[src/rtl/alu_share_arbiter.sv]
// Round-robin arbiter/sequencer sharing one combinational 4-bit ALU between two
// requesters: accept -> one EXEC cycle -> registered response with optional timeout.
module alu_share_arbiter #(
    parameter int HOLD_MAX = 15
) (
    input  logic       clk,
    input  logic       rst,
    input  logic [1:0] req_valid,
    output logic [1:0] req_ready,
    input  logic [7:0] req_op,
    input  logic [7:0] req_a,
    input  logic [7:0] req_b,
    output logic [1:0] rsp_valid,
    input  logic [1:0] rsp_ready,
    output logic [3:0] rsp_data,
    output logic       rsp_z,
    output logic       rsp_c,
    output logic [1:0] rsp_drop,
    output logic [3:0] alu_op,
    output logic [3:0] alu_a,
    output logic [3:0] alu_b,
    input  logic [3:0] alu_out,
    input  logic       alu_z,
    input  logic       alu_c,
    output logic       busy
);

    typedef enum logic [1:0] {
        ST_IDLE = 2'd0,
        ST_EXEC = 2'd1,
        ST_RESP = 2'd2
    } state_t;

    localparam logic       TIMEOUT_EN = (HOLD_MAX > 0) ? 1'b1 : 1'b0;
    localparam logic [7:0] HOLD_LAST  = (HOLD_MAX > 0) ? 8'(HOLD_MAX - 1) : 8'd0;

    function automatic logic [1:0] onehot2(input logic idx);
        return idx ? 2'b10 : 2'b01;
    endfunction

    state_t     state_r;
    state_t     state_s;
    logic       prio_r;
    logic       owner_r;
    logic [7:0] hold_cnt_r;
    logic [3:0] alu_op_r;
    logic [3:0] alu_a_r;
    logic [3:0] alu_b_r;
    logic [3:0] rsp_data_r;
    logic       rsp_z_r;
    logic       rsp_c_r;
    logic [1:0] rsp_valid_r;
    logic [1:0] rsp_drop_r;
    logic       busy_r;

    logic       grant_s;
    logic       accept_s;
    logic       taken_s;
    logic       timeout_s;
    logic       drop_s;
    logic [3:0] op_sel_s;
    logic [3:0] a_sel_s;
    logic [3:0] b_sel_s;

    // Grant selection, handshake decode and next-state logic
    always_comb begin
        grant_s   = 1'b0;
        req_ready = 2'b00;
        op_sel_s  = 4'd0;
        a_sel_s   = 4'd0;
        b_sel_s   = 4'd0;
        state_s   = state_r;

        if (req_valid == 2'b11) begin
            grant_s = prio_r;
        end else if (req_valid == 2'b10) begin
            grant_s = 1'b1;
        end else begin
            grant_s = 1'b0;
        end

        if (grant_s) begin
            op_sel_s = req_op[7:4];
            a_sel_s  = req_a[7:4];
            b_sel_s  = req_b[7:4];
        end else begin
            op_sel_s = req_op[3:0];
            a_sel_s  = req_a[3:0];
            b_sel_s  = req_b[3:0];
        end

        accept_s  = (state_r == ST_IDLE) && (req_valid != 2'b00);
        taken_s   = rsp_ready[owner_r];
        timeout_s = TIMEOUT_EN && (hold_cnt_r == HOLD_LAST);
        // acceptance on the timeout edge wins over the drop
        drop_s    = (state_r == ST_RESP) && !taken_s && timeout_s;

        if (accept_s) begin
            req_ready = onehot2(grant_s);
        end else begin
            req_ready = 2'b00;
        end

        case (state_r)
            ST_IDLE: begin
                if (accept_s) begin
                    state_s = ST_EXEC;
                end else begin
                    state_s = ST_IDLE;
                end
            end
            ST_EXEC: state_s = ST_RESP;
            ST_RESP: begin
                if (taken_s || timeout_s) begin
                    state_s = ST_IDLE;
                end else begin
                    state_s = ST_RESP;
                end
            end
            default: state_s = ST_IDLE;
        endcase
    end

    // State, operand latch, result capture, hold counter and registered outputs
    always_ff @(posedge clk) begin
        if (rst) begin
            state_r     <= ST_IDLE;
            prio_r      <= 1'b0;
            owner_r     <= 1'b0;
            hold_cnt_r  <= 8'd0;
            alu_op_r    <= 4'd0;
            alu_a_r     <= 4'd0;
            alu_b_r     <= 4'd0;
            rsp_data_r  <= 4'd0;
            rsp_z_r     <= 1'b0;
            rsp_c_r     <= 1'b0;
            rsp_valid_r <= 2'b00;
            rsp_drop_r  <= 2'b00;
            busy_r      <= 1'b0;
        end else begin
            state_r <= state_s;
            case (state_r)
                ST_IDLE: begin
                    if (accept_s) begin
                        alu_op_r <= op_sel_s;
                        alu_a_r  <= a_sel_s;
                        alu_b_r  <= b_sel_s;
                        owner_r  <= grant_s;
                        prio_r   <= ~grant_s;
                    end
                end
                ST_EXEC: begin
                    rsp_data_r <= alu_out;
                    rsp_z_r    <= alu_z;
                    rsp_c_r    <= alu_c;
                    hold_cnt_r <= 8'd0;
                end
                ST_RESP: begin
                    if (!taken_s) begin
                        hold_cnt_r <= hold_cnt_r + 8'd1;
                    end
                end
                default: ;
            endcase
            rsp_valid_r <= (state_s == ST_RESP) ? onehot2(owner_r) : 2'b00;
            rsp_drop_r  <= drop_s ? onehot2(owner_r) : 2'b00;
            busy_r      <= (state_s != ST_IDLE);
        end
    end

    assign alu_op    = alu_op_r;
    assign alu_a     = alu_a_r;
    assign alu_b     = alu_b_r;
    assign rsp_data  = rsp_data_r;
    assign rsp_z     = rsp_z_r;
    assign rsp_c     = rsp_c_r;
    assign rsp_valid = rsp_valid_r;
    assign rsp_drop  = rsp_drop_r;
    assign busy      = busy_r;

endmodule

[config.mk]
export PLATFORM = sky130hd
export DESIGN_NAME = alu_share_arbiter
export DESIGN_NICKNAME = d
export VERILOG_FILES = /design/src/rtl/alu_share_arbiter.sv
export SDC_FILE = /design/constraint.sdc
export NUM_CORES = 1
export LEC_CHECK = 0
export CAP_MARGIN = 20
export CORE_MARGIN = 2
export CORE_UTILIZATION = 35
export CTS_BUF_LIST = sky130_fd_sc_hd__clkbuf_16
export DETAILED_ROUTE_END_ITERATION = 10
export GPL_ROUTABILITY_DRIVEN = 0
export PLACE_DENSITY = 0.66
export SETUP_SLACK_MARGIN = 0.2
export SLEW_MARGIN = 20
export SYNTH_ARGS = -nofsm -noshare
export SYNTH_HDL_FRONTEND = slang
export SYNTH_SLANG_ARGS = --single-unit
[constraint.sdc]
create_clock -name clk -period 1.59 [get_ports clk]
set_input_delay 0.159 -clock clk [delete_from_list [all_inputs] [get_ports clk]]
set_output_delay 0.159 -clock clk [all_outputs]
set_load 0.05 [all_outputs]
==> reports/metrics.cfg <==
[setup_path]
cp-end-kind=primary output
rr_worst_depth=5
r2r_start=hold_cnt_r[1]
critPathLaunchType=flop
cp.required_ns=1.43
cp.arrival_ns=1.24
rrSetupSlack_ns=0.26
reg2reg_to=hold_cnt_r[6]
critical_path_peak_fanout=4
worst-setup-path-type=flop to primary output

[floorplanning]
core_um2=4000
num_io_pins=61
fp.dieW_um=68.4
die_h_um=68.4
start_util=0.363
die-area_um2=4680
num_rows=23

[global_route]
grtUsageTotal=0.173
overflow=0
grt_pass1_wl_um=5910
grt_pass1_vias=1412
antenna_found_initial=0
grt_start_max_net_pins=16

[detailed_routing]
vias_per_cell=5.30
wl_met2_um=1940
vias=1473
avgRoutedWirePerCell_um=14.0
m1WireLength_um=1600
wirelength_um=3900
drtIter0Drc=153
drtAntennaViolNets=0
top_layer=met4
dr_wl_met3_um=295
drcViolationCount=0
drt-pass1-iter-count=5

[timing]
final_hold_viol_count=0
drv_slew=0
slew_headroom=0.805
rsz0062_at_grt=true
finalSetupViolCount=0
setup_slack_ns=0.195
tightestPinTransition_ns=0.289
period_needed_ns=1.40
max_freq_mhz=717
finClkSkew_ns=0.00202
hold_ws_ns=0.337
min_period_over_period=0.878

[finish]
final_cells=278
num_antenna_cells=0
syn_to_final_growth_pct=59.7
fin_nets=266
stdcell_area_um2=2320
drive_gt1_frac=0.263

[placed_design]
place_hpwl_um=2680
postPlaceCellArea_um2=2070
port_buffers=60
placed_cells=267
place_ws_ns=-0.0481

[synthesis]
syn-cell-area_um2=1450
yosys.cell_types.count=37
yosysWarningCount=0
synth_cells=160
synth_seq_area_share=0.483
avgSynthCellArea_um2=9.07
synth_fp_nets=198
ys_seq_elements=35

[clock_tree]
clk-insertion-delay-late_ns=0.28
cts_tree=done
hold_buffers=0
root_buffer=clkbuf_16
cts_made_buffers=5
htreeDepth=2
cts_sinks=35
path_clk_slew_ns=0.05
clk_path_buf_depth=2

[hold_path]
hp-class=input port to flop
hold_depth=3
min-delay-start=req_valid[1]
holdPathEnd=rsp_valid[0]

[run]
drv_cap=0

[status]
status=completed

[power]
vdd_drop_max_v=0.000677
leakage_nw=0.939
power_density_nw_per_um2=1080

==> worst max path at each step <==
stage | startpoint | end | cells past startpoint
floorplan | state_r[1] | alu_a[1] | 6
global placement | req_valid[1] | req_ready[1] | 4
detailed placement | req_valid[1] | req_ready[1] | 4
CTS | state_r[1] | req_ready[1] | 4
global route | prio_r | alu_a[1] | 5
finish | state_r[0] | req_ready[1] | 4
==> layout by cell type (no fill, tap or decap), types with 3 or more instances in the layout <==
cell type / n
dfxtp_2: 3
nor4_1: 4
a21oi_1: 8
nor2_1: 19
clkdlybuf4s50_1: 33
a222oi_1: 12
o21ai_0: 8
nand2_1: 19
buf_4: 31
nand2b_1: 4
nor3_1: 6
nor3b_1: 3
clkbuf_16: 6
dfxtp_1: 30
==> cells in the mapped netlist <==
| cell | number | area (um^2) |
|---|---|---|
| nor4b_1 | 1 | 8.76 |
| and3_4 | 1 | 11.3 |
| and3_1 | 3 | 18.8 |
| inv_1 | 1 | 3.75 |
| nor2_1 | 19 | 71.3 |
| nor3b_1 | 3 | 22.5 |
| buf_8 | 1 | 15.0 |
| ha_1 | 2 | 25.0 |
| o21ai_1 | 1 | 5.00 |
| o21ai_0 | 8 | 40.0 |
| buf_1 | 2 | 7.51 |
| mux2_1 | 1 | 11.3 |
| or2b_2 | 1 | 8.76 |
| o21a_1 | 1 | 7.51 |
| a21oi_1 | 9 | 45.0 |
| nand2b_1 | 5 | 31.3 |
| buf_2 | 2 | 10.0 |
| nor4_1 | 4 | 25.0 |
| or3_1 | 1 | 6.26 |
| dfxtp_1 | 35 | 701 |
| a222oi_1 | 12 | 120 |
| o41ai_1 | 1 | 8.76 |
| nor2_2 | 1 | 6.26 |
| mux2i_1 | 1 | 10.0 |
| clkbuf_1 | 4 | 15.0 |
| nand4_1 | 2 | 12.5 |
| and4_1 | 1 | 8.76 |
| nand2_1 | 20 | 75.1 |
| buf_6 | 2 | 22.5 |
| xor2_1 | 1 | 8.76 |
| and2_4 | 1 | 8.76 |
| o31ai_1 | 1 | 7.51 |
| and2b_2 | 2 | 17.5 |
| o311ai_1 | 1 | 8.76 |
| nand3_1 | 2 | 10.0 |
| nor3_1 | 6 | 30.0 |
| nor2b_1 | 1 | 6.26 |
==> critical path: stages (launching register included) <==
cell and delay (ns):
dfxtp_4 0.35, nor2_4 0.13, and3_4 0.25, buf_6 0.11, buf_12 0.12
==> report_power, final <==
part	internal [mW]	switching, mW
clock network	0.562	0.334
registers	0.939	0.0402
logic	0.281	0.351
==> state kept, by name (all words and copies together), names as in the netlist <==
signal,flops
alu_a,4
alu_b,4
alu_op,4
busy,1
hold_cnt_r,8
owner_r,1
prio_r,1
rsp_c,1
rsp_data,4
rsp_drop,2
rsp_valid,2
rsp_z,1
state_r,2
==> layout make-up <==
| class | count | area (um^2) |
|---|---|---|
| clock buffers | 5 | 125 |
| clock inverters | 2 | 8.76 |
| fillers | 331 | 1680 |
| inverters | 1 | 3.75 |
| multi-input cells | 113 | 716 |
| flip-flops and latches | 35 | 712 |
| well taps | 50 | 62.6 |
| repair buffers | 72 | 691 |
==> routing by layer <==
layer	vias up	track usage
met4	0	0.0800
met1	681	0.190
li1	720	-
met3	7	0.0592
met2	65	0.297
met5	-	0
==> logic make-up (layout without fill, tap and decap cells) <==
group,after synthesis,in the layout,synth area share
AOI/OAI and AO/OA,34,34,0.167
DFF,35,35,0.483
and+or+nand+nor,74,74,0.261
buffers and inverters,12,80,0.0509
muxes,2,2,0.0147
xor gates and xnor gates,1,1,0.00604
adders and majority gates,2,2,0.0172
==> through the flow <==
| stage | TNS (ns) | util | power, mW |
|---|---|---|---|
| 2_1_floorplan | 0 | - | 1.35 |
| 3_3_place_gp | -0.0640 | 0.517 | 1.56 |
| 3_5_place_dp | -0.0481 | 0.517 | 1.57 |
| 4_1_cts | 0 | 0.558 | 2.49 |
| 5_1_grt | 0 | 0.580 | 2.60 |
| 6_report | 0 | 0.580 | 2.51 |
==> repair_timing <==
item                       in CTS  in global routing
gates resized for setup         4                 18
setup endpoints to repair       8                 21
pin swaps                       2                  4
cloned                          0                  1
buffers inserted                3                  0
(Power assumes the default switching activity.)
